<file path="config.mk">
export PLATFORM = sky130hd
export DESIGN_NAME = mac_vert_col_sequencer
export DESIGN_NICKNAME = d
export VERILOG_FILES = /design/src/rtl/mac_vert_col_sequencer.sv
export SDC_FILE = /design/constraint.sdc
export NUM_CORES = 1
export LEC_CHECK = 0
export ABC_AREA = 1
export ABC_CLOCK_PERIOD_IN_PS = 1250
export CAP_MARGIN = 25
export CELL_PAD_IN_SITES_DETAIL_PLACEMENT = 1
export CELL_PAD_IN_SITES_GLOBAL_PLACEMENT = 1
export CORE_ASPECT_RATIO = 0.8
export CORE_MARGIN = 8
export CORE_UTILIZATION = 39
export DETAILED_ROUTE_END_ITERATION = 16
export DONT_BUFFER_PORTS = 1
export GPL_ROUTABILITY_DRIVEN = 0
export GPL_TIMING_DRIVEN = 0
export PLACE_DENSITY = 0.86
export SYNTH_ARGS = -nofsm -noshare
export SYNTH_HDL_FRONTEND = slang
export SYNTH_SLANG_ARGS = --single-unit
</file>
<file path="constraint.sdc">
create_clock -name clk -period 1.25 [get_ports clk]
set_input_delay 0.3125 -clock clk [delete_from_list [all_inputs] [get_ports clk]]
set_output_delay 0.3125 -clock clk [all_outputs]
set_load 0.02 [all_outputs]
</file>
<file path="src/rtl/mac_vert_col_sequencer.sv">
// mac_vert_col_sequencer: column/tile sequencer for a bit-serial vertical MAC with psum->accum pipe.
//  Optional perf counters: define MAC_SEQ_PERF_CNT_EN (otherwise perf_* ports read 0).
//  Ports: clk, reset (sync, active-high);
//         start_valid/start_ready + cfg_cols_m1/cfg_tiles_m1 : job request, cfg sampled at accept;
//         meta_valid/meta_ready : column-metadata stream, one column per handshake;
//         mac_en_acc, mac_load_accum, mac_column_idx, mac_is_msb, mac_zero_psum : MAC controls;
//         out_valid/out_ready : finished-accumulator handshake; busy : not idle;
//         perf_stall_cnt, perf_job_cnt : RUN stall cycles and completed jobs.
module mac_vert_col_sequencer #(
  parameter int COL_W  = 3,
  parameter int TILE_W = 8,
  parameter int PERF_W = 32
) (
  input  logic              clk,
  input  logic              reset,
  input  logic              start_valid,
  output logic              start_ready,
  input  logic [COL_W-1:0]  cfg_cols_m1,
  input  logic [TILE_W-1:0] cfg_tiles_m1,
  input  logic              meta_valid,
  output logic              meta_ready,
  output logic              mac_en_acc,
  output logic              mac_load_accum,
  output logic [COL_W-1:0]  mac_column_idx,
  output logic              mac_is_msb,
  output logic              mac_zero_psum,
  output logic              out_valid,
  input  logic              out_ready,
  output logic              busy,
  output logic [PERF_W-1:0] perf_stall_cnt,
  output logic [PERF_W-1:0] perf_job_cnt
);
  typedef enum logic [1:0] {IDLE, RUN, DRAIN, DONE} state_t;
  state_t             state_q, state_d;
  logic [COL_W-1:0]   cols_m1_q, cols_m1_d, col_cnt_q, col_cnt_d;
  logic [TILE_W-1:0]  tiles_m1_q, tiles_m1_d, tile_cnt_q, tile_cnt_d;
  logic               first_q, first_d;
  logic               run, fire, col_last, job_last;
  assign run      = state_q == RUN;
  assign fire     = run & meta_valid;
  assign col_last = col_cnt_q == '0;
  assign job_last = col_last & (tile_cnt_q == tiles_m1_q);
  assign start_ready    = state_q == IDLE;
  assign busy           = state_q != IDLE;
  assign meta_ready     = run;
  assign mac_zero_psum  = state_q == DRAIN;
  // DRAIN advances the pipe once more with a zero psum to commit the last column
  assign mac_en_acc     = fire | mac_zero_psum;
  assign mac_load_accum = fire & first_q;
  assign mac_column_idx = run ? col_cnt_q : '0;
  assign mac_is_msb     = run & (col_cnt_q == cols_m1_q);
  assign out_valid      = state_q == DONE;
  always_comb begin
    state_d    = state_q;
    cols_m1_d  = cols_m1_q;
    tiles_m1_d = tiles_m1_q;
    col_cnt_d  = col_cnt_q;
    tile_cnt_d = tile_cnt_q;
    first_d    = first_q;
    if (start_ready & start_valid) begin
      state_d    = RUN;
      cols_m1_d  = cfg_cols_m1;
      tiles_m1_d = cfg_tiles_m1;
      col_cnt_d  = cfg_cols_m1;
      tile_cnt_d = '0;
      first_d    = 1'b1;
    end
    if (fire) begin
      first_d    = 1'b0;
      col_cnt_d  = col_last ? cols_m1_q : col_cnt_q - COL_W'(1);
      // tile count stops at tiles_m1 so it never wraps past the configured range
      tile_cnt_d = (col_last & ~job_last) ? tile_cnt_q + TILE_W'(1) : tile_cnt_q;
      state_d    = job_last ? DRAIN : RUN;
    end
    if (state_q == DRAIN) state_d = DONE;
    if (out_valid & out_ready) state_d = IDLE;
  end
  always_ff @(posedge clk) begin
    if (reset) begin
      state_q    <= IDLE;
      cols_m1_q  <= '0;
      tiles_m1_q <= '0;
      col_cnt_q  <= '0;
      tile_cnt_q <= '0;
      first_q    <= 1'b0;
    end else begin
      state_q    <= state_d;
      cols_m1_q  <= cols_m1_d;
      tiles_m1_q <= tiles_m1_d;
      col_cnt_q  <= col_cnt_d;
      tile_cnt_q <= tile_cnt_d;
      first_q    <= first_d;
    end
  end
`ifdef MAC_SEQ_PERF_CNT_EN
  logic [PERF_W-1:0] stall_cnt_q, stall_cnt_d, job_cnt_q, job_cnt_d;
  always_comb begin
    stall_cnt_d = (run & ~meta_valid) ? stall_cnt_q + PERF_W'(1) : stall_cnt_q;
    job_cnt_d   = (out_valid & out_ready) ? job_cnt_q + PERF_W'(1) : job_cnt_q;
  end
  always_ff @(posedge clk) begin
    if (reset) begin
      stall_cnt_q <= '0;
      job_cnt_q   <= '0;
    end else begin
      stall_cnt_q <= stall_cnt_d;
      job_cnt_q   <= job_cnt_d;
    end
  end
  assign perf_stall_cnt = stall_cnt_q;
  assign perf_job_cnt   = job_cnt_q;
`else
  assign perf_stall_cnt = '0;
  assign perf_job_cnt   = '0;
`endif
endmodule

</file>
-- Yosys cells after proc, flatten, opt, wreduce, memory -nomap -nowiden
Cells that the tools add are included.
- bits of input ports: 16
- logic and storage cells: 42
- register bits after elaboration: 25
- output and inout port bits: 75
- reductions and logical operators: 8
- equal/unequal tests: 6
- muxes and demuxes: 11
- bitwise gates (word level): 9
- add/subtract/negate cells: 2
- operators with widths (operator ; number):
    8-bit two-way mux ; 3
    3-bit two-way mux ; 4
    8-bit by 1-bit adder with 8-bit output, second input constant ; 1
    8-bit equality test ; 1
    2-bit two-way mux ; 4
    1-bit bitwise AND ; 7
    2-bit equality test, second input constant ; 2
    2-bit nonzero test ; 2
    2-bit OR reduction ; 2
    3-bit equality test ; 1
    3-bit logical NOT ; 1
    3-bit nonzero test ; 1
    3-bit by 1-bit subtractor with 3-bit output, second input constant ; 1
    2-bit by 1-bit equality test with 1-bit output, second input constant ; 1
    2-bit logical NOT ; 1
    2-bit by 1-bit inequality test with 1-bit output, second input constant ; 1
    2-bit AND reduction ; 1
    1-bit NOT ; 1
    1-bit bitwise OR ; 1

-- Logic depth before layout (Yosys ltp)
Gate-level depths: netlist of run 1.
- word-level depth: 6
- depth in mapped cells: 11
- depth with buffers taken out: 11

-- Worst setup path after synthesis of run 1
No wires, ideal clock.
- kind: register -> output
- from: register state_q[0]
- to: output port mac_is_msb
- path buffers: 0
- path slack: -0.941 ns
- data required time: 0.938 ns
- arrival: 1.879 ns
- stages on the path, launching flop included: 5
- cell sequence: dfxtp_1 nand2_4 inv_1 nand3_1 a2111oi_0
- word-level cells in the longest chain between the ends: 2
- ends and longest elaborated chain (what ; RTL line ; RTL):
    start, declared ; 34 ; state_t state_q, state_d;
    start signal, assigned ; 87 ; state_q <= state_d;
    2-bit by 1-bit equality test with 1-bit output ; 39 ; assign run = state_q == RUN;
    via meta_ready ; 21 ; output logic meta_ready,
    1-bit bitwise AND ; 51 ; assign mac_is_msb = run & (col_cnt_q == cols_m1_q);
    end, declared ; 25 ; output logic mac_is_msb,
The timed path passes the listed nets, and every way through them passes these cells.

-- Worst setup path after layout of run 1
- from: register cols_m1_q[1]
- to: output port mac_is_msb
- word-level cells in the longest chain between the ends: 2
- ends and longest elaborated chain (what ; RTL line ; RTL):
    start, declared ; 35 ; logic [COL_W-1:0] cols_m1_q, cols_m1_d, col_cnt_q, col_cnt_d;
    start signal, assigned ; 88 ; cols_m1_q <= cols_m1_d;
    3-bit equality test ; 51 ;
    1-bit bitwise AND ; 51 ;
Every way passes these cells.

==> results of run 1 <==
## how the worst max path moves through the flow
stage,start,to,depth (start not counted)
3_5_place_dp,state_q[0],col_cnt_q[1],8
6_report,cols_m1_q[1],mac_is_msb,2
5_1_grt,col_cnt_q[2],mac_is_msb,3
4_1_cts,state_q[1],mac_is_msb,5
3_3_place_gp,state_q[0],col_cnt_q[1],8
2_1_floorplan,state_q[1],mac_en_acc,6
## stage by stage
step                      power [mW]  worst slack [ns]  utilization
final                           2.47            -0.509        0.579
after global routing            2.60            -0.566        0.579
after CTS                       2.27            -0.376        0.527
after detailed placement        1.70            -0.288        0.485
after global placement          1.68            -0.261        0.485
after floorplan                 1.59           -0.0910            -
## critical path: cells and delay by family (launching register included)
| kind | cells | cell delay (ns) |
|---|---|---|
| compound gates | 2 | 0.75 |
| flops | 1 | 0.42 |
## kinds of logic after synthesis
| kind of cell | count (synthesis) |
|---|---|
| and+or+nand+nor | 102 |
| AOI/OAI and AO/OA | 38 |
| buffers and inverters | 93 |
| DFF | 25 |
| other | 1 |
| adders and majority gates | 3 |
| xor gates and xnor gates | 6 |
## sequential cells by signal (all words and copies together) (netlist names)
name        flops
tiles_m1_q      8
first_q         1
col_cnt_q       3
tile_cnt_q      8
state_q         2
cols_m1_q       3
## metal layers
layer,global-route usage,part of all wire
met5,0,0
met4,0.0332,0.032
met3,0.0513,0.079
met2,0.279,0.50
met1,0.167,0.39
## placed cells by master, fill, tap and decap left out, types with 2 or more instances in the layout
| master | count |
|---|---|
| a21oi_1 | 4 |
| a21oi_2 | 10 |
| buf_12 | 2 |
| buf_4 | 76 |
| buf_6 | 6 |
| clkbuf_1 | 2 |
| clkbuf_8 | 3 |
| conb_1 | 64 |
| dfxtp_1 | 16 |
| dfxtp_2 | 7 |
| dfxtp_4 | 2 |
| inv_1 | 13 |
| inv_2 | 6 |
| inv_4 | 3 |
| nand2_1 | 42 |
| nand2_2 | 6 |
| nand2_4 | 4 |
| nand3_1 | 12 |
| nor2_1 | 21 |
| nor2_2 | 3 |
| nor2_4 | 7 |
| nor3_2 | 2 |
| nor3b_2 | 2 |
| o21ai_0 | 5 |
| o21ai_1 | 5 |
| o21ai_2 | 7 |
| xnor2_1 | 5 |
## cell type report
class | count | area [µm²]
Buffer | 70 | 552
Clock buffer | 4 | 45.0
Fill cell | 605 | 1960
Inverter | 23 | 98.8
Multi-Input combinational cell | 213 | 1230
Sequential cell | 25 | 517
Tap cell | 60 | 75.1
Timing Repair Buffer | 18 | 175
## repair_timing
item                       CTS  global route
pin swaps                    2            12
setup endpoints to repair   35            35
hold buffers                 0             0
cloned                       0             1
setup buffers               10             9
resized for setup           22            61
## report_power, final
group / switching, mW / internal, mW / leakage, nW
Clock: 0.271 / 0.229 / 0.0228
Combinational: 0.649 / 0.413 / 1.08
Sequential: 0.0528 / 0.855 / 0.209
Total: 0.973 / 1.50 / 1.31
## Yosys cell counts, types with 2 or more instances
master   count  area, µm²
buf_4       65        488
nor3b_2      2       25.0
o21ai_1      2       10.0
a21oi_1      7       35.0
a21oi_2      7       61.3
nor3_2       2       20.0
nand3_1     13       65.1
ha_1         3       37.5
nand2_4      3       33.8
dfxtp_1     25        500
nor2_1      29        109
inv_2        2       7.51
o21ai_0     16       80.1
buf_2        3       15.0
xnor2_1      5       43.8
nand2_1     49        184
inv_1       20       75.1
==> results.md, run 1 <==
* Post-Route WL at 6.66 mm
* R2R Path End: tile_cnt_q[1]
* WHS at 0.0933 ns
* Detail Route Antenna Nets at 0
* Cell Area, Synth at 0.00191 mm²
* Vias in the first global route at 1873
* Pin count of the biggest net entering global routing at 14
* TritonCTS Buffers at 3
* H-tree Lvls at 1
* Launch point of the worst reg-to-reg path: col_cnt_q[0]
* DRC Markers at 0
* Yosys warnings at 0
* Vias per inst at 4.39
* Slew margin rel. at 0.540
* Crit-path max FO at 4
* First-pass GRT wire length at 9.09 mm
* Failing checks: negative setup slack
* Port buffer count at 0
* Row count at 22
* Die Y at 78.6 µm
* Vias at 1813
* Critical path launch point type: flip-flop
* Initial antenna violation count at 0
* Sequence of cells on the critical path: o22ai_1 -> a2111oi_4
* Cell leakage power at 1.31 nW
* CTS tree: done
* Unique masters post-synth at 32
* Syn Inst Count at 268
* CP peak stage delay at 0.55 ns
* Clk slew on worst S/H paths at 0.09 ns
* Worst Tran Pin Value at 0.690 ns
* Starting DRT DRC Count at 64
* Initial core utilization at 0.411
* Post-synth top flop: dfxtp_1
* Main combinational cell family by area after synthesis: buffers and inverters
* R2R Setup Slk at -0.25 ns
* Clk_lat worst skew at 0.28 ns
* # IOs at 91
* Post-synthesis sequential area ratio at 0.262
* WHS Path Cells at 1
* Core Area at 0.00465 mm²
* Syn Area/Cell at 7.14 µm²
* R2R cell count at 9
* Final worst setup slack at -0.509 ns
* Critical Path RT at 0.94 ns
* Worst VDD drop at 0.000696 V
* Achievable frequency at 568 MHz
* Pwr dens at 918 mW/mm²
* Diodes inserted at 0
* Xor-xnor portion of the synthesized cell area at 0.0275
* Max Cap Viol at 0
* Simple-Gate Fraction of Synth Area at 0.251
* Die area at 0.00742 mm²
* Period minus WS final at 1.76 ns
* Synth async-reset ratio at 0
* Proportion of layout cells with a drive suffix above 1 at 0.448
* Crit end category: output port
* Synth Area in Adders at 0.0196
* Mux cell area share after synthesis at 0
* Die width at 94.3 µm
* Clock Path Buffers at 2
* Post-route clock skew at 0.00596 ns
* Hold path endpoint: col_cnt_q[2]
* CTS root buf: clkbuf_8
* Hold Violations, Final at 0
* Final setup fails at 33
* Grt total ovfl at 0
* Status: finished, violations left
* #FFs+latches synth at 25
* TritonCTS Sinks at 25
* Area grow syn2layout at 40.7%
* RSZ-0062 raised after global routing: true
* Inst Count DP at 391
* DRT Pass-1 Iters at 4
* WL per Instance at 16.1 µm
* CP max stage cell: a2111oi_4
* Total negative setup slack at -5.48 ns
* Number of synthesized flops with an enable pin at 0
* Min-Delay Path Class: in -> reg
* Overall Global Routing Usage at 0.153
* Crit path kind: reg -> out
* Final Max Tran Viols at 0
* Post-DP Area at 0.00226 mm²
* Arr. time, crit path at 1.45 ns
* Final layout net count at 373
* Compound-Gate Fraction of Synth Area at 0.121
* Dpl hpwl at 4.42 mm
* Final non-filler cell total at 413
* Final Cycle Share at 1.41
* Finished Cell Area at 0.00269 mm²
* Min-delay src: reset
No activity file was read; power rests on OpenSTA's default activity.
==> inputs of run 2 (changes only) <==
Settings changed: SKIP_LAST_GASP set to 1.
==> run 2 against run 1 <==
Effect of this change: critical path depth rose by 1; cell count rose by 0.73%; final area increased by 0.70%; the run still ends with negative setup slack left; critical endpoint unchanged; utilization rose by 0.40 points; combinational power hardly changed; clock power shrank 1%; sequential cell count unchanged.
==> results.md, run 2 (synthesis gave the netlist of run 1 again) <==
* Status: finished, violations left
* Failing checks: negative setup slack
* Period minus WS final at 1.63 ns (-0.127 ns)
* Die width at 94.3 µm (unchanged)
* Util after Layout at 0.583 (+0.00403)
* Post-DP Area at 0.00226 mm² (unchanged)
* # IOs at 91 (unchanged)
* Post-route clock skew at 0.00548 ns (-0.000486 ns)
* WHS Path Cells at 1 (unchanged)
* Hold path endpoint: col_cnt_q[2]
* Grt total ovfl at 0 (unchanged)
* Initial core utilization at 0.411 (unchanged)
* Detail Route Antenna Nets at 0 (unchanged)
* Initial antenna violation count at 0 (unchanged)
* WHS at 0.0979 ns (+0.00460 ns)
* Post-Place Worst Slack at -0.288 ns (unchanged)
* Launch point of the worst reg-to-reg path: col_cnt_q[1]
* Min-Delay Path Class: in -> reg
* Critical path launch point type: flip-flop
* Overall Global Routing Usage at 0.152 (-0.00177)
* Row count at 22 (unchanged)
* CTS tree: done
* Cell leakage power at 1.32 nW (+0.64%)
* Clk slew on worst S/H paths at 0.09 ns (about the same)
* Design Power at 2.48 mW (+0.34%)
* R2R cell count at 10 (+1)
* Total negative setup slack at -5.89 ns (-0.412 ns)
* CTS root buf: clkbuf_8
* Port buffer count at 0 (unchanged)
* Core Area at 0.00465 mm² (unchanged)
* Max Cap Viol at 0 (unchanged)
* Crit path kind: reg -> out
* Die area at 0.00742 mm² (unchanged)
* Worst Tran Pin Value at 0.743 ns (+0.0529 ns)
* WL per Instance at 16.2 µm (+0.19%)
* Starting DRT DRC Count at 84 (+31%)
* Crit-path max FO at 6 (+2)
* Largest registers: tile_cnt_q: 8 flops, tiles_m1_q: 8 flops
* Vias in the first global route at 1873 (unchanged)
* Final worst setup slack at -0.382 ns (+0.127 ns)
* Finished Cell Area at 0.00271 mm² (+0.70%)
* Proportion of layout cells with a drive suffix above 1 at 0.449 (+0.00185)
* Pwr dens at 914 mW/mm² (-0.36%)
* Dpl hpwl at 4.42 mm (unchanged)
* Clock Path Buffers at 2 (unchanged)
* Final setup fails at 35 (+6.1%)
* Vias per inst at 4.41 (+0.54%)
* Die Y at 78.6 µm (unchanged)
* Commonest cells after routing, fill and taps aside: buf_4 (78), conb_1 (64), nand2_1 (43), nor2_1 (21), dfxtp_1 (15)
* Arr. time, crit path at 1.32 ns (-0.13 ns)
* Slew margin rel. at 0.505 (-0.0352)
* RSZ-0062 raised after global routing: true
* Area grow syn2layout at 41.7%
* Achievable frequency at 613 MHz (+7.8%)
* Post-Route WL at 6.72 mm (+0.92%)
* Diodes inserted at 0 (unchanged)
* R2R Setup Slk at -0.28 ns (-0.03 ns)
* First-pass GRT wire length at 8.98 mm (-1.1%)
* H-tree Lvls at 1 (unchanged)
* Critical Path RT at 0.94 ns (about the same)
* DRC Markers at 0 (unchanged)
* Final layout net count at 376 (+0.80%)
* Worst VDD drop at 0.000590 V (-15%)
* Clk_lat worst skew at 0.27 ns (about the same)
* R2R Path End: tile_cnt_q[1]
* Inst Count DP at 391 (unchanged)
* Hold Violations, Final at 0 (unchanged)
* Pin count of the biggest net entering global routing at 14 (unchanged)
* Final Max Tran Viols at 0 (unchanged)
* TritonCTS Sinks at 25 (unchanged)
* TritonCTS Buffers at 3 (unchanged)
* Final non-filler cell total at 416 (+0.73%)
* Fillers at 602 (-0.50%)
* Crit end category: output port
* Vias at 1836 (+1.3%)
* DRT Pass-1 Iters at 4 (unchanged)
* Final Cycle Share at 1.31 (-0.102)
* Commonest non-fill, non-tap cell in the layout: buf_4
* Min-delay src: reset
-- run 2: area by class of cell --
class | count | area [µm²] | share of cell area
inverters | 23 | 98.8 | 0.0365
flip-flops and latches | 25 | 518 | 0.191
clock buffers | 4 | 45.0 | 0.0166
multi-input cells | 213 | 1220 | 0.450
plain buffers | 70 | 552 | 0.204
well taps | 60 | 75.1 | 0.0277
repair buffers | 21 | 201 | 0.0743
-- run 2: what timing repair did --
item | 4_1_cts | 5_1_grt
hold buffers | 0 | 0
pin swaps | 2 | 19
endpoints found under the hold margin | 0 | 0
endpoints found under the setup margin | 35 | 35
buffers inserted | 10 | 11
resized for setup | 19 | 62
gates cloned | 0 | 1
-- run 2: power by group --
part	total, mW	switching [mW]	internal (mW)
combinational	1.08	0.656	0.421
sequential	0.906	0.0504	0.855
clock	0.495	0.267	0.228
total	2.48	0.973	1.51
-- run 2: per-layer routing --
| layer | wire length (µm) | vias up | global-route usage |
|---|---|---|---|
| li1 | - | 895 | - |
| met1 | 2520 | 846 | 0.165 |
| met2 | 3490 | 79 | 0.275 |
| met3 | 509 | 16 | 0.0513 |
| met4 | 199 | 0 | 0.0332 |
| met5 | 0 | - | 0 |
-- run 2: worst max-delay path by stage --
stage / from / to / slack (ns) / depth (start not counted)
after floorplan: state_q[1] / mac_en_acc / -0.09 / 6
after global placement: state_q[0] / col_cnt_q[1] / -0.26 / 8
after detailed placement: state_q[0] / col_cnt_q[1] / -0.29 / 8
after CTS: state_q[1] / mac_is_msb / -0.38 / 5
after global routing: col_cnt_q[2] / mac_is_msb / -0.44 / 3
final: col_cnt_q[0] / mac_is_msb / -0.38 / 3
-- run 2: worst max-delay path: stages, from the launching register on --
cell and delay, ns:
dfxtp_1 0.33, inv_2 0.13, nor2_1 0.09, a2111oi_4 0.50
==> inputs of run 3 (changes only) <==
Settings changed: CTS_CLUSTER_DIAMETER set to 50.
==> results of run 3 <==
No change in the layout: final DEF, timing and power equal those of run 2.
